`src/rtl/mem_access_unit_pkg.sv`:
```
// Shared types for the LC-3b MEM stage: memory-op encoding and access FSM states.
package mem_access_unit_pkg;

    localparam int unsigned WORD_W = 16;
    localparam int unsigned DEST_W = 3;

    typedef enum logic [2:0] {
        MOP_NONE = 3'd0,
        MOP_LD   = 3'd1,
        MOP_ST   = 3'd2,
        MOP_LDI  = 3'd3,
        MOP_STI  = 3'd4
    } lc3b_mem_op;

    typedef enum logic [1:0] {
        MS_IDLE = 2'd0,
        MS_PTR  = 2'd1,
        MS_DATA = 2'd2,
        MS_HOLD = 2'd3
    } lc3b_mem_state;

endpackage

```
`src/rtl/byte_lane_unit.sv`:
```
// Byte-lane steering for LDB/STB: store replication, lane enables, load select + sign-extend.
module byte_lane_unit #(
    parameter int unsigned WIDTH = 16
) (
    input  logic             byte_mode,
    input  logic             addr_lsb,
    input  logic [WIDTH-1:0] sr_data,
    input  logic [WIDTH-1:0] rdata,
    output logic [WIDTH-1:0] wdata,
    output logic [1:0]       byte_enable,
    output logic [WIDTH-1:0] load_data
);

    localparam int unsigned HALF = WIDTH / 2;

    logic [HALF-1:0] lane;

    always_comb begin
        lane        = '0;
        wdata       = sr_data;
        byte_enable = 2'b11;
        load_data   = rdata;
        if (byte_mode) begin
            lane        = addr_lsb ? rdata[WIDTH-1:HALF] : rdata[HALF-1:0];
            wdata       = {sr_data[HALF-1:0], sr_data[HALF-1:0]};
            byte_enable = addr_lsb ? 2'b10 : 2'b01;
            load_data   = {{HALF{lane[HALF-1]}}, lane};
        end
    end

endmodule

```
`src/rtl/mem_access_unit.sv`:
```
// LC-3b MEM stage: sequences dcache accesses for LD/ST and the two-access LDI/STI,
// stalls the pipe while an access is outstanding and produces the writeback payload.
module mem_access_unit
    import mem_access_unit_pkg::*;
#(
    parameter int unsigned WIDTH = 16
) (
    input  logic             clk,
    input  logic             reset,
    input  logic             in_valid,
    input  logic [2:0]       in_mem_op,
    input  logic             in_byte,
    input  logic [WIDTH-1:0] in_addr,
    input  logic [WIDTH-1:0] in_sr_data,
    input  logic [WIDTH-1:0] in_alu,
    input  logic [2:0]       in_dest,
    input  logic             flush,
    input  logic             load_mem_wb,
    output logic             dmem_read,
    output logic             dmem_write,
    output logic [WIDTH-1:0] dmem_address,
    output logic [WIDTH-1:0] dmem_wdata,
    output logic [1:0]       dmem_byte_enable,
    input  logic [WIDTH-1:0] dmem_rdata,
    input  logic             dmem_resp,
    output logic             mem_stall,
    output logic [WIDTH-1:0] wb_data,
    output logic [2:0]       wb_dest,
    output logic             wb_is_nop
);

    lc3b_mem_state state_q, state_d;
    lc3b_mem_op    op;

    logic [WIDTH-1:0] ptr_q, ptr_d;
    logic [WIDTH-1:0] addr_q, sr_q, alu_q;
    logic [2:0]       dest_q;
    logic             is_sti_q;
    logic             cancel_q, cancel_d;
    logic [WIDTH-1:0] hold_data_q;
    logic [2:0]       hold_dest_q;
    logic             hold_nop_q;
    logic             ctx_load, hold_load;
    logic             mem_req;
    logic             lane_byte;
    logic [WIDTH-1:0] lane_wdata, lane_load;
    logic [1:0]       lane_be;

    assign op      = lc3b_mem_op'(in_mem_op);
    assign mem_req = in_valid & ~flush & (op != MOP_NONE);

    // Sub-word steering only applies to the single-access LD/ST issued from IDLE.
    assign lane_byte = (state_q == MS_IDLE) & in_byte & ((op == MOP_LD) | (op == MOP_ST));

    byte_lane_unit #(.WIDTH(WIDTH)) u_byte_lane (
        .byte_mode   (lane_byte),
        .addr_lsb    (in_addr[0]),
        .sr_data     (in_sr_data),
        .rdata       (dmem_rdata),
        .wdata       (lane_wdata),
        .byte_enable (lane_be),
        .load_data   (lane_load)
    );

    // Next-state, dcache request and writeback selection.
    always_comb begin
        state_d          = state_q;
        ptr_d            = ptr_q;
        cancel_d         = cancel_q;
        ctx_load         = 1'b0;
        hold_load        = 1'b0;
        dmem_read        = 1'b0;
        dmem_write       = 1'b0;
        dmem_address     = {in_addr[WIDTH-1:1], 1'b0};
        dmem_wdata       = lane_wdata;
        dmem_byte_enable = lane_be;
        mem_stall        = 1'b0;
        wb_data          = in_alu;
        wb_dest          = in_dest;
        wb_is_nop        = ~in_valid | flush;

        if (reset) begin
            wb_data   = '0;
            wb_is_nop = 1'b1;
        end else begin
            case (state_q)
                MS_IDLE: begin
                    if (mem_req) begin
                        case (op)
                            MOP_LD, MOP_ST: begin
                                dmem_read  = (op == MOP_LD);
                                dmem_write = (op == MOP_ST);
                                if (op == MOP_LD) wb_data = lane_load;
                                mem_stall  = ~dmem_resp;
                                if (dmem_resp && !load_mem_wb) begin
                                    state_d   = MS_HOLD;
                                    hold_load = 1'b1;
                                end
                            end
                            MOP_LDI, MOP_STI: begin
                                dmem_read = 1'b1;
                                mem_stall = 1'b1;
                                ctx_load  = 1'b1;
                                cancel_d  = 1'b0;
                                // A same-cycle pointer response skips PTR entirely.
                                if (dmem_resp) begin
                                    ptr_d   = dmem_rdata;
                                    state_d = MS_DATA;
                                end else begin
                                    state_d = MS_PTR;
                                end
                            end
                            default: ;
                        endcase
                    end
                end

                MS_PTR: begin
                    dmem_read        = 1'b1;
                    dmem_address     = {addr_q[WIDTH-1:1], 1'b0};
                    dmem_byte_enable = 2'b11;
                    wb_data          = alu_q;
                    wb_dest          = dest_q;
                    wb_is_nop        = cancel_q | flush;
                    mem_stall        = 1'b1;
                    if (flush) cancel_d = 1'b1;
                    if (dmem_resp) begin
                        if (cancel_q || flush) begin
                            state_d   = MS_IDLE;
                            cancel_d  = 1'b0;
                            mem_stall = 1'b0;
                        end else begin
                            ptr_d   = dmem_rdata;
                            state_d = MS_DATA;
                        end
                    end
                end

                MS_DATA: begin
                    dmem_read        = ~is_sti_q;
                    dmem_write       = is_sti_q;
                    dmem_address     = {ptr_q[WIDTH-1:1], 1'b0};
                    dmem_wdata       = sr_q;
                    dmem_byte_enable = 2'b11;
                    wb_data          = is_sti_q ? alu_q : dmem_rdata;
                    wb_dest          = dest_q;
                    wb_is_nop        = cancel_q | flush;
                    mem_stall        = ~dmem_resp;
                    if (flush) cancel_d = 1'b1;
                    if (dmem_resp) begin
                        if (cancel_q || flush) begin
                            state_d  = MS_IDLE;
                            cancel_d = 1'b0;
                        end else if (load_mem_wb) begin
                            state_d = MS_IDLE;
                        end else begin
                            state_d   = MS_HOLD;
                            hold_load = 1'b1;
                        end
                    end
                end

                MS_HOLD: begin
                    wb_data   = hold_data_q;
                    wb_dest   = hold_dest_q;
                    wb_is_nop = hold_nop_q | flush;
                    mem_stall = ~load_mem_wb;
                    if (load_mem_wb) state_d = MS_IDLE;
                end

                default: state_d = MS_IDLE;
            endcase
        end
    end

    // State, indirect-op context and parked result.
    always_ff @(posedge clk) begin
        if (reset) begin
            state_q     <= MS_IDLE;
            ptr_q       <= '0;
            addr_q      <= '0;
            sr_q        <= '0;
            alu_q       <= '0;
            dest_q      <= '0;
            is_sti_q    <= 1'b0;
            cancel_q    <= 1'b0;
            hold_data_q <= '0;
            hold_dest_q <= '0;
            hold_nop_q  <= 1'b1;
        end else begin
            state_q  <= state_d;
            ptr_q    <= ptr_d;
            cancel_q <= cancel_d;
            if (ctx_load) begin
                addr_q   <= in_addr;
                sr_q     <= in_sr_data;
                alu_q    <= in_alu;
                dest_q   <= in_dest;
                is_sti_q <= (op == MOP_STI);
            end
            if (hold_load) begin
                hold_data_q <= wb_data;
                hold_dest_q <= wb_dest;
                hold_nop_q  <= wb_is_nop;
            end
        end
    end

endmodule

```
`config.mk`:
```
export PLATFORM = sky130hd
export DESIGN_NAME = mem_access_unit
export DESIGN_NICKNAME = d
export VERILOG_FILES = /design/src/rtl/mem_access_unit_pkg.sv /design/src/rtl/byte_lane_unit.sv /design/src/rtl/mem_access_unit.sv
export SDC_FILE = /design/constraint.sdc
export NUM_CORES = 1
export LEC_CHECK = 0
export CAP_MARGIN = 5
export CORE_ASPECT_RATIO = 2
export CORE_MARGIN = 3
export CORE_UTILIZATION = 30
export DETAILED_ROUTE_END_ITERATION = 12
export SLEW_MARGIN = 20
export SYNTH_ARGS = -nofsm -noshare
export SYNTH_HDL_FRONTEND = slang
export SYNTH_SLANG_ARGS = --single-unit
```
`constraint.sdc`:
```
create_clock -name clk -period 2.8 [get_ports clk]
set_clock_uncertainty 0.15 [all_clocks]
set_input_delay 0.28 -clock clk [delete_from_list [all_inputs] [get_ports clk]]
set_output_delay 0.28 -clock clk [all_outputs]
set_load 0.1 [all_outputs]
```
Yosys cells after proc, flatten, opt, wreduce, memory -nomap -nowiden
Cells that the tools add are included.
{ "totals": {"input_bits": 77, "wordCells": 123, "output_inout_bits": 57, "reg_bits": 91} }
{ "op_classes": {"bitwise": 13, "mux": 70, "reduce_logical": 13, "eq_ne": 16} }
{ "ops": {"columns": ["cell", "count"], "rows": [
  ["$mux W16", 15],
  ["$pmux W16 S2", 2],
  ["$pmux W16 S4", 1],
  ["$mux W1", 26],
  ["$mux W2", 13],
  ["$ne A2 B2 Y1 const B", 6],
  ["$pmux W1 S2", 6],
  ["$reduce_and A6 Y1", 2],
  ["$mux W8", 1],
  ["$pmux W2 S4", 1],
  ["$eq A3 B2 Y1 const B", 2],
  ["$pmux W3 S2", 1],
  ["$reduce_or A2 Y1", 3],
  ["$not A1 Y1", 5],
  ["$and A1 B1 Y1", 4],
  ["$eq A2 B2 Y1 const B", 2],
  ["$or A1 B1 Y1", 4],
  ["$pmux W1 S4", 1],
  ["$pmux W2 S2", 1],
  ["$reduce_bool A2 Y1", 2],
  ["$eq A3 B1 Y1 const B", 1],
  ["$eq A3 B3 Y1 const B", 1],
  ["$mux W3", 1],
  ["$ne A3 B1 Y1 const B", 1],
  ["other kinds (10)", 10]
]} }

Longest topological paths before layout
Gate-level depths: netlist (run 1).
{ "depth": {"depth_word": 9, "mapped_depth": 9, "mapped_depth_nobuf": 7} }

Cells and area by module
Synthesis (run 1) repeated with hierarchy kept, for this count alone.
{ "hier_totals": {"cells_unflattened": 636, "area_unflattened_um2": 5132.4} }
{ "by_module_without_submodules": {"columns": ["mod", "seq_area_each_um2", "area_per_inst_um2", "cells_per_inst", "n_inst"], "rows": [
  ["mem_access_unit", 1781.7, 4753.3, 591, 1],
  ["byte_lane_unit", 0.0, 379.1, 45, 1]
]} }

Least setup slack after synthesis (run 1)
OpenSTA, ideal clock, no wires.
{ "synth_timing": {"path_type": "register to output", "start": "register state_q[0]", "end": "output dmem_wdata[10]", "path_slack_ns": -1.297, "required_time_ns": 2.370, "path_buffers": 2, "t_arrival_ns": 3.667, "stages_incl_launch_ff": 9, "path_cell_list": "dfxtp_1 -> inv_1 -> ha_1 -> and3b_1 -> clkbuf_1 -> and2_1 -> buf_2 -> mux2i_1 -> o21ai_0"} }
{ "synth_via": {"elab_chain_cells": 6, "word_cells_on_any_way": 7, "classes_between": "1 x eq/ne; 3 x mux; 2 x bitwise; 1 x reduce/logical"} }
{ "synth_lines": {"columns": ["item", "line", "rtl"], "rows": [
  ["start, declared", "mem_access_unit.sv:32", "lc3b_mem_state state_q, state_d;"],
  ["start signal, assigned", "mem_access_unit.sv:191", "state_q <= state_d;"],
  ["$logic_not A2 Y1", "mem_access_unit.sv:53", "assign lane_byte = (state_q == MS_IDLE) & in_byte & ((op == MOP_LD) | (op == MOP_ST));"],
  ["$and A1 B1 Y1 (2 in series)", "mem_access_unit.sv:53", null],
  ["$mux W16", "byte_lane_unit.sv:23", "if (byte_mode) begin"],
  ["$mux W16", "mem_access_unit.sv:86", "case (state_q)"],
  ["$mux W16 (*)", "mem_access_unit.sv:82", "if (reset) begin"],
  ["end, declared", "mem_access_unit.sv:22", "output logic [WIDTH-1:0] dmem_wdata,"]
]} }
Every way passes the cells marked *; elsewhere a longest branch is shown, timed or not.

Worst setup path in the final report (run 1)
{ "layout_timing": {"start": "register state_q[0]", "end": "output wb_data[1]"} }
{ "layout_via": {"elab_chain_cells": 9, "word_cells_on_any_way": 12, "classes_between": "3 x eq/ne; 6 x mux; 2 x bitwise; 1 x reduce/logical"} }
{ "layout_lines": {"columns": ["item", "line", "rtl"], "rows": [
  ["$logic_not A2 Y1", "mem_access_unit.sv:53, mem_access_unit.sv:86", null],
  ["$and A1 B1 Y1 (2 in series)", "mem_access_unit.sv:53", null],
  ["$mux W16", "byte_lane_unit.sv:23", null],
  ["$mux W16", "mem_access_unit.sv:93", "if (op == MOP_LD) wb_data = lane_load;"],
  ["$mux W16", "mem_access_unit.sv:89", "case (op)"],
  ["$mux W16", "mem_access_unit.sv:88", "if (mem_req) begin"],
  ["$pmux W16 S4 (*)", "mem_access_unit.sv:86", null],
  ["$mux W16 (*)", "mem_access_unit.sv:82", null],
  ["end, declared", "mem_access_unit.sv:27", "output logic [WIDTH-1:0] wb_data,"]
]} }
Marked as above.

==> metrics.yaml, run 1 <==
status: "finished, final reports clean"
fin_cells: 963
htree_levels: 3
min_period_over_period_pct: 97.2
die_area_um2: 17900
drtIter0Drc: 239
fp-row-count: 65
drive_above_1_share_pct: 23.9
ys_warn_count: 0
gr-total-overflow: 0
grt_antenna_before_repair: 1
report.final.slew_viol_count: 0
hpwlAfterDp_um: 13600
intPower_uw: 4040
power_frac_seq_pct: 17.5
p_comb_share_pct: 66.2
pwr-share-clk_pct: 16.3
gp_congestion: 0.842
cts_sinks: 89
cts_tree: "built"
clk_latency_ns: 0.33
min_path_type: "in -> reg"
peakVddDrop_mv: 0.854
dr.pass1.iters: 6
holdBufCountCts: 0
async_reset_ff_share_pct: 0
numCtsBuffers: 9
powerDensity_nw_per_um2: 1030
fill_cells: 1524
detail_route.wl_per_cell_um: 18.6
layout_common_cells: "nand2_1, dfxtp_1, clkdlybuf4s50_1, a21oi_1, buf_12"
grt_pass1_vias: 5347
synth_ff_type: "dfxtp_1"
setup_slack_ns: 0.0778
vias: 5176
maxCapViolations: 0
grt_start_max_net_pins: 39
cts.clk_slew.worst_paths_ns: 0.06
final_antenna_net_count: 0
cts_buffer_depth: 2
worst_setup_path_start_kind: "flip-flop"
start_util_pct: 30.6
port_buffers: 132
grt_pass1_wl_um: 27500
area_growth_pct: 59.4
nets: 842
synth_area_per_cell_um2: 7.66
crit_type: "reg -> out"
worst_pin_slew_ns: 0.797
gr-usage-all-layers_pct: 20.2
setup_viol: 0
hold_violations: 0
fin_total_pwr_uw: 7960
synth.cell_area_um2: 4860
core-area_um2: 15900
synthDistinctLibCells: 51
required_ns: 2.37
period_minus_slack_ns: 2.72
num_antenna_cells: 0
final_common_cell: "nand2_1"
die_x_um: 96.0
multi_input_area_um2: 3130
worstPathArrival_ns: 2.29
p_leak_uw: 0.00280
crit_fanout: 8
die_y_um: 186
drc: 0
endpoint_kind: "output port"
pre_cts_ws_ns: 0.0568
routed_wirelength_um: 18000
synth_cells: 634
maxSlewHeadroom_pct: 46.4
rsz0062_at_grt: "false"
swShare_pct: 49.2
synth_enable_flop_cells: 0
cts_root_buf: "clkbuf_16"
io_pins: 134
fmax_mhz: 367
synth_nets: 717
p_sw_uw: 3920
ys_ff_latch: 89
ys_seq_area_share_pct: 36.7
dp.cells: 948
vias_per_cell: 5.37
seq_area_um2: 1790
[worst max-delay path, stage by stage, from the launching register on]
cell	delay (ns)
dfxtp_4	0.39
inv_4	0.06
ha_4	0.16
and3b_2	0.22
and3_4	0.19
buf_12	0.14
mux2i_1	0.12
a211o_1	0.36
nor2_4	0.14
buf_12	0.18
[metrics by stage]
stage               instance area [µm²]  utilization [%]  TNS [ns]  hold slack, ns
floorplan                          5120                -     -2.07           0.266
global placement                   7360             46.4         0           0.289
detailed placement                 7360             46.4         0           0.293
CTS                                7690             48.5         0           0.172
global route                       7740             48.8         0           0.189
finish                             7740             48.8         0           0.191
[repair_timing]
| action | 4_1_cts | 5_1_grt |
|---|---|---|
| buffers inserted | 0 | 1 |
| endpoints found under the setup margin | 20 | 22 |
| pin swaps | 5 | 2 |
| resized for setup | 3 | 15 |
| cloned | 0 | 0 |
[power groups by stage]
| stage | logic, µW | clock network, µW | registers, µW |
|---|---|---|---|
| 3_3_place_gp | 5150 | 0 | 1410 |
| 6_report | 5270 | 1290 | 1390 |
| 2_1_floorplan | 3350 | 0 | 1400 |
| 5_1_grt | 5510 | 1380 | 1400 |
| 3_5_place_dp | 5180 | 0 | 1410 |
| 4_1_cts | 5200 | 1330 | 1390 |
[metal layers]
metal	track usage (%)	wire length, µm
met1	20.8	6360
met2	38.4	10100
met3	2.79	872
met4	9.69	574
met5	0	11
[sequential cells by signal, summed over array words and instances (netlist names), 2 cells and up]
signal and cells:
addr_q 15, ptr_q 15, hold_dest_q 3, sr_q 16, state_q 2, alu_q 16, dest_q 3, hold_data_q 16
[synth_stat cells, types with 3 or more instances]
| cell | count | area, µm² |
|---|---|---|
| a211oi_2 | 5 | 62.6 |
| a21o_1 | 8 | 60.1 |
| a21oi_1 | 73 | 365 |
| a221oi_1 | 14 | 123 |
| a22o_1 | 5 | 43.8 |
| a22oi_1 | 18 | 135 |
| a2bb2o_1 | 9 | 90.1 |
| buf_2 | 6 | 30.0 |
| buf_4 | 3 | 22.5 |
| clkbuf_1 | 40 | 150 |
| dfxtp_1 | 89 | 1780 |
| ha_1 | 6 | 75.1 |
| inv_1 | 8 | 30.0 |
| mux2_2 | 8 | 90.1 |
| mux2i_1 | 32 | 320 |
| nand2_1 | 158 | 593 |
| nand2b_1 | 4 | 25.0 |
| nand3_1 | 3 | 15.0 |
| nor2_1 | 42 | 158 |
| nor2b_1 | 6 | 37.5 |
| nor3_1 | 6 | 30.0 |
| o211ai_1 | 11 | 82.6 |
| o21ai_0 | 44 | 220 |
[path summary, 6_finish.rpt]
check	startpoint	end	slack [ns]	cells past startpoint
hold / removal	reset	cancel_q	0.19	2
hold reg to reg	sr_q[2]	sr_q[2]	0.30	2
setup reg to reg	state_q[0]	hold_data_q[12]	0.63	7
setup / recovery	state_q[0]	wb_data[1]	0.08	9
[final cells by class]
cell class	count	area share [%]
Sequential cell	89	23.1
Tap cell	201	3.25
Timing Repair Buffer	166	28.7
Clock inverter	4	1.00
Inverter	8	0.420
Multi-Input combinational cell	485	40.4
Clock buffer	10	3.09
[cell families (layout without fill, tap and decap cells)]
group	after synthesis	in the layout	share of synthesized area [%]
other	1	1	0.0772
muxes	40	40	8.45
and+or+nand+nor	233	233	19.8
DFF	89	89	36.7
AOI/OAI and AO/OA	203	203	27.8
buffers and inverters	60	188	5.18
xor gates and xnor gates	1	1	0.335
adders and majority gates	7	7	1.75
Note: power is estimated with default switching activity, not from simulation.
==> run 2: changes to the inputs <==
Settings changed: ABC_AREA from default to 1, TNS_END_PERCENT from default to 30.
==> run 2 against run 1 <==
Die area increased by 5.0%. Sequential share of layout area increased by 0.093 points. Final area decreased by 0.68%. Core utilization decreased by 2.3 points. Fmax increased by 2.4%. Power increased by 20%. Clock power increased by 9%. Routed wire length decreased by 0.38%. Combinational power increased by 25%.
==> metrics.yaml, run 2 <==
start_util_pct: 31.0  # +0.32 points
seq_area_um2: 1780  # -0.28%
synth_top_area_cell: "dfxtp_1"
cts.clk_slew.worst_paths_ns: 0.07  # about the same
crit_fanout: 10  # +2
rsz0062_at_grt: "false"
whs_ns: 0.304  # +0.113 ns
pwr-share-clk_pct: 14.7  # -1.6 points
dr.pass1.iters: 5  # -1
die_x_um: 98.3  # +2.4%
fin_util_pct: 46.6  # -2.3 points
rr_worst_depth: 8  # +1
hold_violations: 0  # unchanged
synth_xor_area_share_pct: 0  # -0.33 points
synthTopCellsByCount: "nand2_1, nor2_1, dfxtp_1, a21oi_1, o21ai_0"
ys_ff_latch: 89  # unchanged
report.final.slew_viol_count: 0  # unchanged
worst_setup_path_start_kind: "flip-flop"
synth.cell_area_um2: 5110  # +5.2%
drc: 0  # unchanged
maxCapViolations: 0  # unchanged
post-cts-setup-buffers: 0  # unchanged
min_period_over_period_pct: 94.9  # -2.3 points
fp-row-count: 66  # +1.5%
holdBufCountCts: 0  # unchanged
p_sw_uw: 5050  # +29%
synth_most_common_cell: "nand2_1"
synth_nets: 876  # +22%
period_minus_slack_ns: 2.66  # -0.0646 ns
cts_tree: "built"
core-area_um2: 16500  # +4.1%
gp_congestion: 0.953  # +13%
intPower_uw: 4490  # +11%
min_path_type: "reg -> reg"
grt_pass1_wl_um: 28400  # +3.2%
synthTopCellsByArea: "dfxtp_1, nand2_1, a21oi_1"
drive_above_1_share_pct: 16.0  # -7.9 points
fmax_mhz: 376  # +2.4%
die_area_um2: 18700  # +5.0%
met2_usage_pct: 35.0  # -3.3 points
numCtsBuffers: 9  # unchanged
dp.cells: 1109  # +17%
synth_area_per_cell_um2: 6.45  # -16%
synth_top_family_by_area: "simple AND/OR/NAND/NOR gates"
endpoint_kind: "output port"
synth_top_cell_area_share_pct: 34.9  # -1.8 points
multi_input_area_um2: 2910  # -7.0%
status: "finished, final reports clean"
powerDensity_nw_per_um2: 1240  # +21%
hpwlAfterDp_um: 13800  # +1.7%
maxSlewHeadroom_pct: 50.5  # +4.1 points
num_antenna_cells: 0  # unchanged
area_growth_pct: 50.4
grt_antenna_before_repair: 0  # -1
setup_viol: 0  # unchanged
worstPathArrival_ns: 2.23  # -0.06 ns
synth-simple-area-share_pct: 27.0  # +7.2 points
nets: 999  # +19%
htree_levels: 3  # unchanged
grtUsageMet3_pct: 3.15  # +0.36 points
synth_cells: 793  # +25%
totalNegativeSetupSlack_ns: 0  # unchanged
layout_common_cells: "nand2_1, nor2_1, a21oi_1, dfxtp_1, clkdlybuf4s50_1"
fill_cells: 1665  # +9.3%
layout_top_registers: "alu_q (16), hold_data_q (16), sr_q (16)"
vias: 5504  # +6.3%
ys_seq_area_share_pct: 34.9  # -1.8 points
async_reset_ff_share_pct: 0  # unchanged
synth_mux_area_share_pct: 0  # -8.4 points
vias_per_cell: 4.89  # -9.0%
final_common_cell: "nand2_1"
synth_fa_ha_area_share_pct: 1.47  # -0.28 points
globalRouteMet1Util_pct: 20.8  # -0.037 points
final_antenna_net_count: 0  # unchanged
power_frac_seq_pct: 16.1  # -1.4 points
cts_root_buf: "clkbuf_16"
port_buffers: 132  # unchanged
grt_busiest_layer: "met2"
ys_warn_count: 0  # unchanged
fin_cells: 1125  # +17%
synth_enable_flop_cells: 0  # unchanged
gr-usage-all-layers_pct: 19.0  # -1.2 points
peakVddDrop_mv: 0.742  # -13%
synthDistinctLibCells: 36  # -29%
clk_latency_ns: 0.34  # about the same
drtIter0Drc: 222  # -7.1%
fin_total_pwr_uw: 9550  # +20%
detail_route.wl_per_cell_um: 15.9  # -15%
grt_start_max_net_pins: 44  # +13%
p_comb_share_pct: 69.2  # +3.0 points
routed_wirelength_um: 17900  # -0.38%
p_leak_uw: 0.00342  # +22%
gr-total-overflow: 0  # unchanged
io_pins: 134  # unchanged
die_y_um: 191  # +2.5%
hold_depth: 2  # unchanged
crit_type: "reg -> out"
swShare_pct: 52.9  # +3.7 points
required_ns: 2.37  # about the same
synth_compound_area_share_pct: 26.3  # -1.5 points
grt_pass1_vias: 5504  # +2.9%
cts_sinks: 89  # unchanged
worst_pin_slew_ns: 0.742  # -0.0552 ns
cts_buffer_depth: 2  # unchanged
synth_ff_type: "dfxtp_1"
run 2: changes by cell type after synthesis, moves of 16 or more:
cell	delta
clkbuf_1	-25
nor2_1	+66
o21ai_0	+29
nand3_1	+32
mux2i_1	-32
a22oi_1	-18
a21boi_0	+16
inv_1	+63
run 2: metal layers:
layer	routed length, µm	vias up
li1	-	2863
met1	6890	2454
met2	9580	150
met3	720	37
met4	691	0
met5	0	-
run 2: repair_timing:
action                                  in CTS  in global routing
resized for setup                            5                  9
endpoints found under the setup margin      32                 48
cloned                                       0                  0
run 2: per-stage QoR:
step | worst slack [ns] | cell area, µm²
finish | 0.142 | 7690
global placement | 0.123 | 7300
floorplan | -0.479 | 5190
CTS | 0.0109 | 7650
global route | 0.00475 | 7690
detailed placement | 0.109 | 7300
run 2: kinds of logic after synthesis:
| family | after synthesis |
|---|---|
| compound gates | 236 |
| flops | 89 |
| simple gates | 334 |
| buf+inv | 127 |
| fa+ha+maj | 6 |
| other cells | 1 |
run 2: area by class of cell:
cell class              count  share of cell area (%)
multi-input cells         577                    37.8
repair buffers            158                    27.1
flip-flops and latches     89                    23.2
inverters                  81                    4.07
well taps                 204                    3.32
clock buffers              10                    2.98
clock inverters             6                    1.50
run 2: power groups by stage:
stage                     registers (µW)  logic (µW)  clock network (µW)
after floorplan                     1530        4270                   0
after global placement              1550        6570                   0
after detailed placement            1550        6570                   0
after CTS                           1530        6610                1440
after global routing                1560        6950                1490
final                               1540        6610                1400
run 2: final timing paths:
kind,from,to,slack [ns]
max reg2reg,state_q[0],ptr_q[1],0.49
max,state_q[0],wb_data[2],0.14
min reg2reg,hold_data_q[5],hold_data_q[5],0.30
min,hold_data_q[5],hold_data_q[5],0.30
run 2: critical path, cell delays in order, from the launching register on:
cell	delay [ns]
dfxtp_2	0.35
inv_1	0.14
ha_4	0.22
nand2_1	0.10
nand2_2	0.14
buf_4	0.21
nand2_1	0.08
a31oi_1	0.20
a21boi_2	0.24
buf_12	0.19
==> run 3: changes to the inputs <==
Settings changed: GPL_TIMING_DRIVEN from default to 0.
==> run 3 against run 2 <==
Die area stayed put. Sequential share of layout area up 1.6 points. Power down 9.5%. Non-clock buffer count increased by 20. Core utilization down 3.0 points. Setup slack worse by 0.093 ns. Fmax down 3.4%. Count of clock-buffer cells in the layout shrank 1.
==> metrics.yaml, run 3 (synthesis gave the netlist of run 2 again) <==
routed_wirelength_um: 19400  # +8.5%
final_common_cell: "nand2_1"
cts_tree: "built"
area_growth_pct: 40.7
power_frac_seq_pct: 17.8  # +1.7 points
p_comb_share_pct: 67.6  # -1.6 points
grt_pass1_vias: 5849  # +6.3%
period_minus_slack_ns: 2.75  # +0.0926 ns
crit_type: "reg -> out"
cpMostUsedCell: "inv_1"
pwr-share-clk_pct: 14.6  # about the same
route.met3.wl_um: 815  # +13%
drc: 0  # unchanged
worstPathArrival_ns: 2.32  # +0.09 ns
powerDensity_nw_per_um2: 1200  # -3.3%
min_path_type: "reg -> reg"
setup_slack_ns: 0.0498  # -0.0926 ns
crit_chain: "inv_1 > ha_2 > inv_1 > o211ai_1 > clkdlybuf4s15_2"
hold_depth: 2  # unchanged
fin_area_um2: 7190  # -6.5%
worst_setup_path_start_kind: "flip-flop"
fp-row-count: 66  # unchanged
r2r_end: "ptr_q[4]"
rr_startpoint: "state_q[0]"
totalNegativeSetupSlack_ns: 0  # unchanged
rrSetupSlack_ns: 0.69  # +0.20 ns
fill_cells: 1789  # +7.4%
io_pins: 134  # unchanged
m1WireLength_um: 7360  # +6.7%
whs_ns: 0.303  # -0.00110 ns
nets: 1019  # +2.0%
cts_sinks: 89  # unchanged
die_x_um: 98.3  # unchanged
port_buffers: 132  # unchanged
seq_area_um2: 1780  # unchanged
endpoint_kind: "output port"
layout_top_registers: "alu_q (16), hold_data_q (16), sr_q (16)"
hold_violations: 0  # unchanged
p_leak_uw: 0.00327  # -4.4%
rr_worst_depth: 9  # +1
gr-total-overflow: 0  # unchanged
peakVddDrop_mv: 0.824  # +11%
core-area_um2: 16500  # unchanged
gr-usage-all-layers_pct: 20.9  # +1.9 points
intPower_uw: 3600  # -20%
post-cts-setup-buffers: 0  # unchanged
dr.pass1.iters: 5  # unchanged
numCtsBuffers: 9  # unchanged
pre_cts_ws_ns: -1.02  # -1.13 ns
grt_start_max_net_pins: 17  # -61%
maxSlewHeadroom_pct: 52.3  # +1.8 points
rsz0062_at_grt: "true"
fmax_mhz: 364  # -3.4%
fin_total_pwr_uw: 8640  # -9.5%
critPathMaxStageDelay_ns: 0.62  # +0.27 ns
topRoutingLayerUsed: "met4"
htree_levels: 3  # unchanged
worstHoldStart: "hold_data_q[4]"
report.final.slew_viol_count: 0  # unchanged
start_util_pct: 31.0  # unchanged
worst_pin_slew_ns: 0.715  # -0.0271 ns
cts_root_buf: "clkbuf_16"
crit_fanout: 5  # -5
clk_latency_ns: 0.35  # about the same
hold_path_end: "hold_data_q[4]"
gp_congestion: 0.907  # -4.8%
multi_input_area_um2: 2950  # +1.5%
setup_viol: 0  # unchanged
cts_buffer_depth: 2  # unchanged
layout_common_cells: "nand2_1, nor2_1, a21oi_1, dfxtp_1, clkdlybuf4s50_1"
swShare_pct: 58.4  # +5.4 points
cp_slowest_cell: "clkdlybuf4s15_2"
grt_antenna_before_repair: 2  # +2
vias: 5716  # +3.9%
die_area_um2: 18700  # unchanged
dpl_cell_area_um2: 6770  # -7.3%
required_ns: 2.37  # about the same
grt_pass1_wl_um: 31000  # +9.2%
status: "finished, final reports clean"
drtIter0Drc: 278  # +25%
die_y_um: 191  # unchanged
cts.clk_slew.worst_paths_ns: 0.07  # about the same
vias_per_cell: 4.98  # +1.9%
min_period_over_period_pct: 98.2  # +3.3 points
dr_wl_met2_um: 10500  # +9.9%
detail_route.wl_per_cell_um: 16.9  # +6.5%
p_sw_uw: 5040  # -0.21%
maxCapViolations: 0  # unchanged
drive_above_1_share_pct: 17.6  # +1.7 points
hpwlAfterDp_um: 15200  # +10%
final_antenna_net_count: 0  # unchanged
-- run 3: changes by cell type in the layout (fill, tap and decap cells not counted), sizes merged --
cell / change
dlymetal6s2s: +1
diode: +2
clkbuf: +21
inv: +2
clkdlybuf4s50: -1
clkinv: +1
buf: -5
clkdlybuf4s15: +3
bufinv: -2
-- run 3: cell type report --
type | count | area share (%)
multi-input cells | 577 | 41.0
plain buffers | 46 | 3.69
diodes | 2 | 0.0696
clock buffers | 9 | 3.13
well taps | 204 | 3.55
inverters | 81 | 4.38
repair buffers | 132 | 18.3
clock inverters | 7 | 1.08
flip-flops and latches | 89 | 24.8
-- run 3: worst max-delay path by stage --
stage / startpoint / to / depth (start not counted)
3_3_place_gp: in_mem_op[2] / dmem_wdata[10] / 10
2_1_floorplan: state_q[0] / dmem_wdata[1] / 7
3_5_place_dp: in_mem_op[2] / dmem_wdata[10] / 10
5_1_grt: state_q[0] / wb_dest[1] / 8
6_report: state_q[0] / wb_is_nop / 5
4_1_cts: state_q[0] / wb_dest[0] / 7
-- run 3: metal layers --
metal / GRT usage, % / vias up
li1: - / 2915
met1: 22.3 / 2576
met2: 39.8 / 184
met3: 2.67 / 41
met4: 9.42 / 0
met5: 0 / -
-- run 3: timing repair --
action                     in CTS  in global routing
pin swaps                       0                  2
gates resized for setup       343                 74
hold buffers                    0                  0
setup endpoints to repair      56                 53
-- run 3: critical path, delay by kind of cell, from the launching register on --
kind	cells	cell delay, ns
buffers and inverters	3	0.82
adder cells (fa/ha/maj)	1	0.42
flip-flops	1	0.39
AO/OA/AOI/OAI	1	0.35
-- run 3: through the flow --
stage          instances  utilization (%)
2_1_floorplan        793                -
3_3_place_gp        1129             41.0
3_5_place_dp        1129             41.0
4_1_cts             1145             42.4
5_1_grt             1147             43.6
6_report            1147             43.6
-- run 3: power by group through the flow --
| stage | combinational [µW] | clock (µW) | sequential [µW] |
|---|---|---|---|
| final | 5840 | 1260 | 1540 |
| after CTS | 5620 | 1270 | 1530 |
| after global placement | 5660 | 0 | 1560 |
| after global routing | 6190 | 1310 | 1550 |
| after detailed placement | 5670 | 0 | 1550 |
| after floorplan | 4270 | 0 | 1530 |
